### src/rtl/mux_sel_arbiter_if.sv
// Handshake bundle between the two mux data sources and the select arbiter.
// The master side (sources) drives requests; the slave side (arbiter) drives
// the mux select, the per-source grants, busy and the hold counter.
interface mux_sel_arbiter_if #(
   parameter int unsigned CNT_W = 4
) ();

   logic             req_a;
   logic             req_b;
   logic             s;
   logic             gnt_a;
   logic             gnt_b;
   logic             busy;
   logic [CNT_W-1:0] hold_cnt;

   modport master (
      output req_a,
      output req_b,
      input  s,
      input  gnt_a,
      input  gnt_b,
      input  busy,
      input  hold_cnt
   );

   modport slave (
      input  req_a,
      input  req_b,
      output s,
      output gnt_a,
      output gnt_b,
      output busy,
      output hold_cnt
   );

endinterface

### src/rtl/mux_sel_arbiter.sv
// Two-requester round-robin arbiter driving the select line of a 2:1 mux
// (s=0 passes a, s=1 passes b). All outputs are registered so the select is
// glitch-free. Ties go to the source that was not granted last.
// Optional macro ARB_TIMEOUT_EN: forces a handover to the waiting source once
// the owner has held the path for MAX_HOLD cycles; without it the owner keeps
// the grant for as long as it requests and MAX_HOLD is ignored.
module mux_sel_arbiter #(
   parameter int unsigned CNT_W    = 4,
   parameter int unsigned MAX_HOLD = 8
) (
   input  logic                clk,
   input  logic                rst_n,
   mux_sel_arbiter_if.slave    bus
);

   typedef enum logic [1:0] {
      IDLE  = 2'd0,
      GNT_A = 2'd1,
      GNT_B = 2'd2
   } state_e;

`ifdef ARB_TIMEOUT_EN
   localparam logic [CNT_W-1:0] HOLD_SAT = CNT_W'(MAX_HOLD - 1);
`else
   localparam logic [CNT_W-1:0] HOLD_SAT = '1;
`endif

   state_e           state_q, state_d;
   logic             last_q,  last_d;
   logic             s_q,     s_d;
   logic             gnt_a_q, gnt_a_d;
   logic             gnt_b_q, gnt_b_d;
   logic             busy_q,  busy_d;
   logic [CNT_W-1:0] hold_q,  hold_d;
   logic             timeout;

   // Owner has reached its hold limit (only meaningful with the timeout feature)
   always_comb begin
`ifdef ARB_TIMEOUT_EN
      timeout = (hold_q == HOLD_SAT);
`else
      timeout = 1'b0;
`endif
   end

   // Next-state arbitration; outputs are derived from the state being entered
   // so that every output is a plain register with no decode after the flop.
   always_comb begin
      state_d = state_q;
      unique case (state_q)
         IDLE: begin
            if (bus.req_a && bus.req_b) state_d = last_q ? GNT_A : GNT_B;
            else if (bus.req_a)         state_d = GNT_A;
            else if (bus.req_b)         state_d = GNT_B;
            else                        state_d = IDLE;
         end
         GNT_A: begin
            if (timeout && bus.req_b) state_d = GNT_B;
            else if (bus.req_a)       state_d = GNT_A;
            else if (bus.req_b)       state_d = GNT_B;
            else                      state_d = IDLE;
         end
         GNT_B: begin
            if (timeout && bus.req_a) state_d = GNT_A;
            else if (bus.req_b)       state_d = GNT_B;
            else if (bus.req_a)       state_d = GNT_A;
            else                      state_d = IDLE;
         end
         default: state_d = IDLE;
      endcase

      // hold counter restarts on any grant change and saturates while held
      if (state_d != IDLE && state_d == state_q)
         hold_d = (hold_q == HOLD_SAT) ? hold_q : hold_q + 1'b1;
      else
         hold_d = '0;

      // select and round-robin pointer only move when a grant is entered
      s_d    = s_q;
      last_d = last_q;
      if (state_d == GNT_A) begin
         s_d    = 1'b0;
         last_d = 1'b0;
      end else if (state_d == GNT_B) begin
         s_d    = 1'b1;
         last_d = 1'b1;
      end

      gnt_a_d = (state_d == GNT_A);
      gnt_b_d = (state_d == GNT_B);
      busy_d  = (state_d != IDLE);
   end

   // State and registered outputs; reset drops any grant immediately
   always_ff @(posedge clk or negedge rst_n) begin
      if (!rst_n) begin
         state_q <= IDLE;
         last_q  <= 1'b1;
         s_q     <= 1'b0;
         gnt_a_q <= 1'b0;
         gnt_b_q <= 1'b0;
         busy_q  <= 1'b0;
         hold_q  <= '0;
      end else begin
         state_q <= state_d;
         last_q  <= last_d;
         s_q     <= s_d;
         gnt_a_q <= gnt_a_d;
         gnt_b_q <= gnt_b_d;
         busy_q  <= busy_d;
         hold_q  <= hold_d;
      end
   end

   assign bus.s        = s_q;
   assign bus.gnt_a    = gnt_a_q;
   assign bus.gnt_b    = gnt_b_q;
   assign bus.busy     = busy_q;
   assign bus.hold_cnt = hold_q;

endmodule
### src/flat_wrapper.sv
// flat-port wrapper written by rule: the top's interface ports become plain ports
module mux_sel_arbiter_flat 
#(
   parameter int unsigned CNT_W    = 4,
   parameter int unsigned MAX_HOLD = 8
)
  (clk, rst_n, bus_req_a, bus_req_b, bus_s, bus_gnt_a, bus_gnt_b, bus_busy, bus_hold_cnt);
  mux_sel_arbiter_if #(.CNT_W(CNT_W)) bus_i ();
  input  logic clk;
  input  logic rst_n;
  input wire logic [$bits(bus_i.req_a)-1:0] bus_req_a;
  input wire logic [$bits(bus_i.req_b)-1:0] bus_req_b;
  output wire logic [$bits(bus_i.s)-1:0] bus_s;
  output wire logic [$bits(bus_i.gnt_a)-1:0] bus_gnt_a;
  output wire logic [$bits(bus_i.gnt_b)-1:0] bus_gnt_b;
  output wire logic [$bits(bus_i.busy)-1:0] bus_busy;
  output wire logic [$bits(bus_i.hold_cnt)-1:0] bus_hold_cnt;
  assign bus_i.req_a = bus_req_a;
  assign bus_i.req_b = bus_req_b;
  assign bus_s = bus_i.s;
  assign bus_gnt_a = bus_i.gnt_a;
  assign bus_gnt_b = bus_i.gnt_b;
  assign bus_busy = bus_i.busy;
  assign bus_hold_cnt = bus_i.hold_cnt;
  mux_sel_arbiter #(.CNT_W(CNT_W), .MAX_HOLD(MAX_HOLD)) u_core (.clk(clk), .rst_n(rst_n), .bus(bus_i));
endmodule
### config.mk
export PLATFORM = sky130hd
export DESIGN_NAME = mux_sel_arbiter_flat
export DESIGN_NICKNAME = d
export VERILOG_FILES = /design/src/rtl/mux_sel_arbiter_if.sv /design/src/rtl/mux_sel_arbiter.sv /design/src/flat_wrapper.sv
export SDC_FILE = /design/constraint.sdc
export NUM_CORES = 1
export LEC_CHECK = 0
export BUFFER_PORTS_ARGS = -buffer_cell sky130_fd_sc_hd__buf_2
export CAP_MARGIN = 20
export CORE_AREA = 2 2 39 41
export CTS_BUF_LIST = sky130_fd_sc_hd__clkbuf_16
export DETAILED_ROUTE_END_ITERATION = 16
export DIE_AREA = 0 0 41 43
export PLACE_DENSITY = 0.66
export SKIP_CTS_REPAIR_TIMING = 1
export SLEW_MARGIN = 10
export SYNTH_ARGS = -nofsm -noshare
export SYNTH_HDL_FRONTEND = slang
export SYNTH_SLANG_ARGS = --single-unit
### constraint.sdc
create_clock -name clk -period 2.6 [get_ports clk]
set_input_delay 0.13 -clock clk [delete_from_list [all_inputs] [get_ports clk]]
set_output_delay 0.13 -clock clk [all_outputs]
set_load 0.1 [all_outputs]
==> flow_summary.json, run 1 <==
{
  "status": "completed",
  "die_x_um": 41,
  "ys_seq_area_frac": 0.546,
  "max_slew_margin": 0.678,
  "hpwl_um": 625,
  "ys_ff_latch": 11,
  "port_buffers": 11,
  "cts_sinks": 11,
  "synth_area_um2": 507,
  "synth_warnings": 0,
  "cts-htree-levels": 1,
  "fin_cells": 78,
  "die_height_um": 43,
  "nFillCells": 127,
  "cap_violations": 0,
  "cp.arrival_ns": 1.66,
  "rsz0062_at_grt": "no",
  "fmaxAchievable_ghz": 0.662,
  "io_pins": 12,
  "combPwrFrac": 0.362,
  "drc": 0,
  "min_path_type": "in -> reg",
  "synth_top_cell_area_share": 0.494,
  "ant_nets": 0,
  "vias": 365,
  "total_power_uw": 816,
  "drive_above_1_share": 0.274,
  "placed_cells": 73,
  "grt_pass1_vias": 331,
  "cts_tree": "built",
  "cts_root_buf": "clkbuf_16",
  "start_util": 0.366,
  "place_congestion": 0.664,
  "syn-num-nets": 54,
  "post_dp_cell_area_um2": 582,
  "p_sw_frac": 0.414,
  "critPathCaptureType": "register",
  "worstSkewPairLatency_ns": 0.24,
  "clkTransAtPathRegs_ns": 0.04,
  "grt_start_max_net_pins": 12,
  "cp_max_fo": 4,
  "final.setup_skew_ns": 0.00228,
  "rows": 14,
  "slew_viol_final": 0,
  "synth_cell_type_count": 21,
  "whs_endpoint": "u_core.state_q[1]",
  "antennaDiodeCount": 0,
  "holdPathStages": 2,
  "synth_area_leaders": "dfrtp_1 (49%), ha_1 (9.9%), dfstp_2 (5.2%)",
  "worstSetupPathType": "reg -> reg",
  "p_int_uw": 478,
  "power-per-cell-area_nw_per_um2": 1220,
  "totalWireLength_um": 847,
  "hold_violations": 0,
  "wire_per_inst_um": 10.9,
  "drt_pass1_iterations": 2,
  "postSynthAreaPerCell_um2": 11.0,
  "hp-start": "bus_req_b",
  "core_region_area_um2": 1380,
  "fin_nets": 71,
  "tightest_slew_ns": 0.487,
  "worst_r2r_endpoint": "u_core.bus.hold_cnt[2]",
  "peakVddDrop_v": 0.000692,
  "drtIter0Drc": 4,
  "clkPwrFrac": 0.339,
  "ctsLongestPathBuffers": 2,
  "gr-total-overflow": 0,
  "critical_path_required_ns": 2.75,
  "grt_usage": 0.116,
  "timing.final.crit_share": 0.581,
  "final_cell_area_um2": 671,
  "power.switching_uw": 337,
  "min_period_ns": 1.51,
  "reg2reg_depth": 7,
  "reg2reg_from": "u_core.last_q",
  "via_per_inst": 4.68,
  "tns_ns": 0,
  "areaGrowthSynthToFinish_pct": 32.3,
  "grt_first_pass_wirelength_mm": 1.28,
  "yosysTopAreaCell": "dfrtp_1",
  "reg2reg_slack_ns": 1.09,
  "die_area_um2": 1760,
  "setup_viol": 0,
  "cp-start-kind": "register",
  "antenna_found_initial": 0,
  "syn_inst": 46,
  "numCtsBuffers": 3,
  "p_leak_nw": 0.346,
  "seqPwrFrac": 0.299
}
## state kept, by name, indices dropped and copies added, names as in the netlist
| name | flops |
|---|---|
| u_core.bus.busy | 1 |
| u_core.state_q | 2 |
| u_core.bus.gnt_a | 1 |
| u_core.bus.s | 1 |
| u_core.bus.gnt_b | 1 |
| u_core.last_q | 1 |
| u_core.bus.hold_cnt | 4 |
## how the worst max path moves through the flow
stage                                start                     end  slack (ns)  cells past startpoint
finish                       u_core.last_q  u_core.bus.hold_cnt[2]        1.09                      7
global route                 u_core.last_q  u_core.bus.hold_cnt[3]        0.91                      7
CTS                          u_core.last_q  u_core.bus.hold_cnt[2]        1.06                      7
detailed placement           u_core.last_q  u_core.bus.hold_cnt[2]        1.07                      7
global placement             u_core.last_q  u_core.bus.hold_cnt[3]        1.13                      7
floorplan           u_core.bus.hold_cnt[0]  u_core.bus.hold_cnt[1]        0.80                      4
## kinds of logic after synthesis
logic type / synth area share
and+or+nand+nor: 0.183
DFF: 0.546
AOI/OAI and AO/OA: 0.0938
adders and majority gates: 0.0988
buffers and inverters: 0.0222
muxes: 0.0395
xor gates and xnor gates: 0.0173
## Yosys cell counts (all sizes together)
cell type	count
o31ai	1
nor2	7
xnor2	1
a31oi	1
o22ai	1
and3b	2
dfstp	1
nand3	2
nor3b	1
and2	1
o21a	1
a21oi	2
inv	3
dfrtp	10
o21ai	1
ha	4
mux2i	2
nand2	2
nor3	2
nor4	1
## layout by cell type (no fill, tap or decap), drive strengths merged, types with 2 or more instances in the layout
cell type / n
buf: 11
a21oi: 2
nand3: 2
dfrtp: 10
mux2i: 2
ha: 4
nor2: 7
inv: 4
clkbuf: 3
and3b: 2
nand2: 2
nor3: 2
## worst max-delay path, cell delays in order (launching register included)
cell     delay, ns
dfstp_2       0.54
nor2_1        0.04
o22ai_1       0.15
nand2_1       0.10
ha_1          0.20
inv_1         0.08
o31ai_2       0.09
nor3_1        0.21
## final cells by class
cell class	count	area, um^2	share of cell area
Sequential cell	11	277	0.412
Multi-Input combinational cell	32	219	0.326
Clock buffer	3	75.1	0.112
Timing Repair Buffer	12	65.1	0.0970
Tap cell	16	20.0	0.0299
Inverter	3	11.3	0.0168
Clock inverter	1	3.75	0.00560
## metrics by stage
stage               hold WS (ns)  utilization  worst slack [ns]
floorplan                 -0.166            -             0.801
global placement         0.00592        0.420              1.13
detailed placement        0.0152        0.420              1.07
CTS                       -0.239        0.477              1.06
global route               0.193        0.485             0.905
finish                     0.179        0.485              1.09
## routing by layer
layer	track usage	up-vias	wire, um
met1	0.138	160	381
met5	0	-	0
met3	0.0314	3	54
met2	0.163	12	387
met4	0.100	0	24
li1	-	190	-
## power groups by stage
stage / clock network (mW) / registers, mW / logic [mW]
floorplan: 0 / 0.412 / 0.0786
global placement: 0 / 0.244 / 0.294
detailed placement: 0 / 0.246 / 0.296
CTS: 0.281 / 0.244 / 0.297
global route: 0.290 / 0.250 / 0.314
finish: 0.277 / 0.244 / 0.295
Note: power is estimated with default switching activity, not from simulation.
==> run 2, diff against run 1 <==
clock period = 1.5 ns   (was 2.6 ns; I/O delays follow)
==> run 2 against run 1 <==
  * Critical path depth decreased by 2
  * Sequential power up 75%
  * Final cell count up 2.6%
  * Largest power group unchanged
  * Clock skew grew 0.0011 ns
  * Highest routed layer unchanged
==> flow_summary.json, run 2 (same netlist as run 1, synthesis figures left out) <==
{
  "totalWireLength_um": 970,
  "drtIter0Drc": 6,
  "clkTransAtPathRegs_ns": 0.04,
  "vias": 390,
  "grt_pass1_vias": 352,
  "fin_cells": 80,
  "wire_per_inst_um": 12.1,
  "status": "completed",
  "antennaDiodeCount": 0,
  "numCtsBuffers": 3,
  "cts_root_buf": "clkbuf_16",
  "final_common_cell": "buf_2",
  "hold_violations": 0,
  "die_x_um": 41,
  "final_util": 0.518,
  "placed_cells": 74,
  "path_cells": "nor2_1 > o22ai_2 > nand2_1 > ha_1 > mux2i_1",
  "drive_above_1_share": 0.438,
  "drt_pass1_iterations": 3,
  "largest_register_ffs": 4,
  "port_buffers": 11,
  "clkPwrFrac": 0.323,
  "grt_usage": 0.131,
  "areaGrowthSynthToFinish_pct": 41.5,
  "worstSetupPathType": "reg -> reg",
  "worstSkewPairLatency_ns": 0.23,
  "io_pins": 12,
  "hold_slack_ns": 0.136,
  "cp-start-kind": "register",
  "cts-htree-levels": 1,
  "core_region_area_um2": 1380,
  "tightest_slew_ns": 0.520,
  "cts_tree": "built",
  "reg2reg_slack_ns": 0.11,
  "power-per-cell-area_nw_per_um2": 2020,
  "final_cell_mix": "buf_2 (11), nor2_1 (7), dfrtp_1 (5), dfrtp_2 (5), ha_1 (4)",
  "critPathCaptureType": "register",
  "rows": 14,
  "setup_viol": 0,
  "final.setup_skew_ns": 0.00339,
  "cp.arrival_ns": 1.55,
  "cp_slowest_stage_delay_ns": 0.53,
  "cpMaxStageDelayCell": "dfstp_2",
  "seqPwrFrac": 0.294,
  "combPwrFrac": 0.382,
  "cp_top_family": "flip-flops",
  "grt_start_max_net_pins": 12,
  "p_int_uw": 855,
  "place_congestion": 0.719,
  "gr-total-overflow": 0,
  "grt_first_pass_wirelength_mm": 1.43,
  "fmaxAchievable_ghz": 0.719,
  "peakVddDrop_v": 0.00106,
  "power.switching_uw": 593,
  "ctsLongestPathBuffers": 2,
  "setup_slack_ns": 0.110,
  "cp_max_fo": 3,
  "fin_nets": 73,
  "drc": 0,
  "slew_viol_final": 0,
  "min_period_ns": 1.39,
  "cts_sinks": 11,
  "via_per_inst": 4.88,
  "timing.final.crit_share": 0.927,
  "cap_violations": 0,
  "min_path_type": "in -> reg",
  "p_sw_frac": 0.410,
  "die_area_um2": 1760,
  "hpwl_um": 649,
  "max_slew_margin": 0.650,
  "critical_path_required_ns": 1.66,
  "pre_cts_slack_ns": -0.0485,
  "p_leak_nw": 0.353,
  "start_util": 0.366,
  "antenna_found_initial": 0,
  "die_height_um": 43,
  "ant_nets": 0,
  "worst-path-buf-inv": 0
}
## run 2: area by class of cell
cell class                      instances  area [um^2]
Clock inverter                          1         3.75
Clock buffer                            3         75.1
Fill cell                             133          667
Timing Repair Buffer                   14         80.1
Tap cell                               16         20.0
Inverter                                3         11.3
Multi-Input combinational cell         32          244
Sequential cell                        11          283
## run 2: power groups by stage
stage	combinational, mW	sequential [mW]	clock (mW)
finish	0.554	0.426	0.468
global route	0.589	0.434	0.500
CTS	0.525	0.422	0.487
detailed placement	0.524	0.425	0
global placement	0.521	0.424	0
floorplan	0.136	0.717	0
## run 2: worst paths after layout
path / start / to / cells after the start
setup / recovery: u_core.last_q / u_core.bus.s / 5
setup reg to reg: u_core.last_q / u_core.bus.s / 5
max in group asynchronous: rst_n / u_core.last_q / 2
hold / removal: bus_req_b / u_core.state_q[1] / 2
hold reg to reg: u_core.last_q / u_core.last_q / 2
min in group asynchronous: rst_n / u_core.bus.s / 2
## run 2: metal layers
metal,track usage,vias up,wire length (um)
li1,-,195,-
met1,0.156,182,395
met2,0.172,11,516
met3,0.0471,2,50
met4,0.120,0,8
met5,0,-,0
## run 2: metrics by stage
step / setup TNS, ns / instance area, um^2 / total power, mW
after floorplan: 0 / 512 / 0.853
after global placement: 0 / 594 / 0.945
after detailed placement: -0.0485 / 594 / 0.949
after CTS: -0.0637 / 673 / 1.43
final: 0 / 717 / 1.45
after global routing: -0.00459 / 717 / 1.52
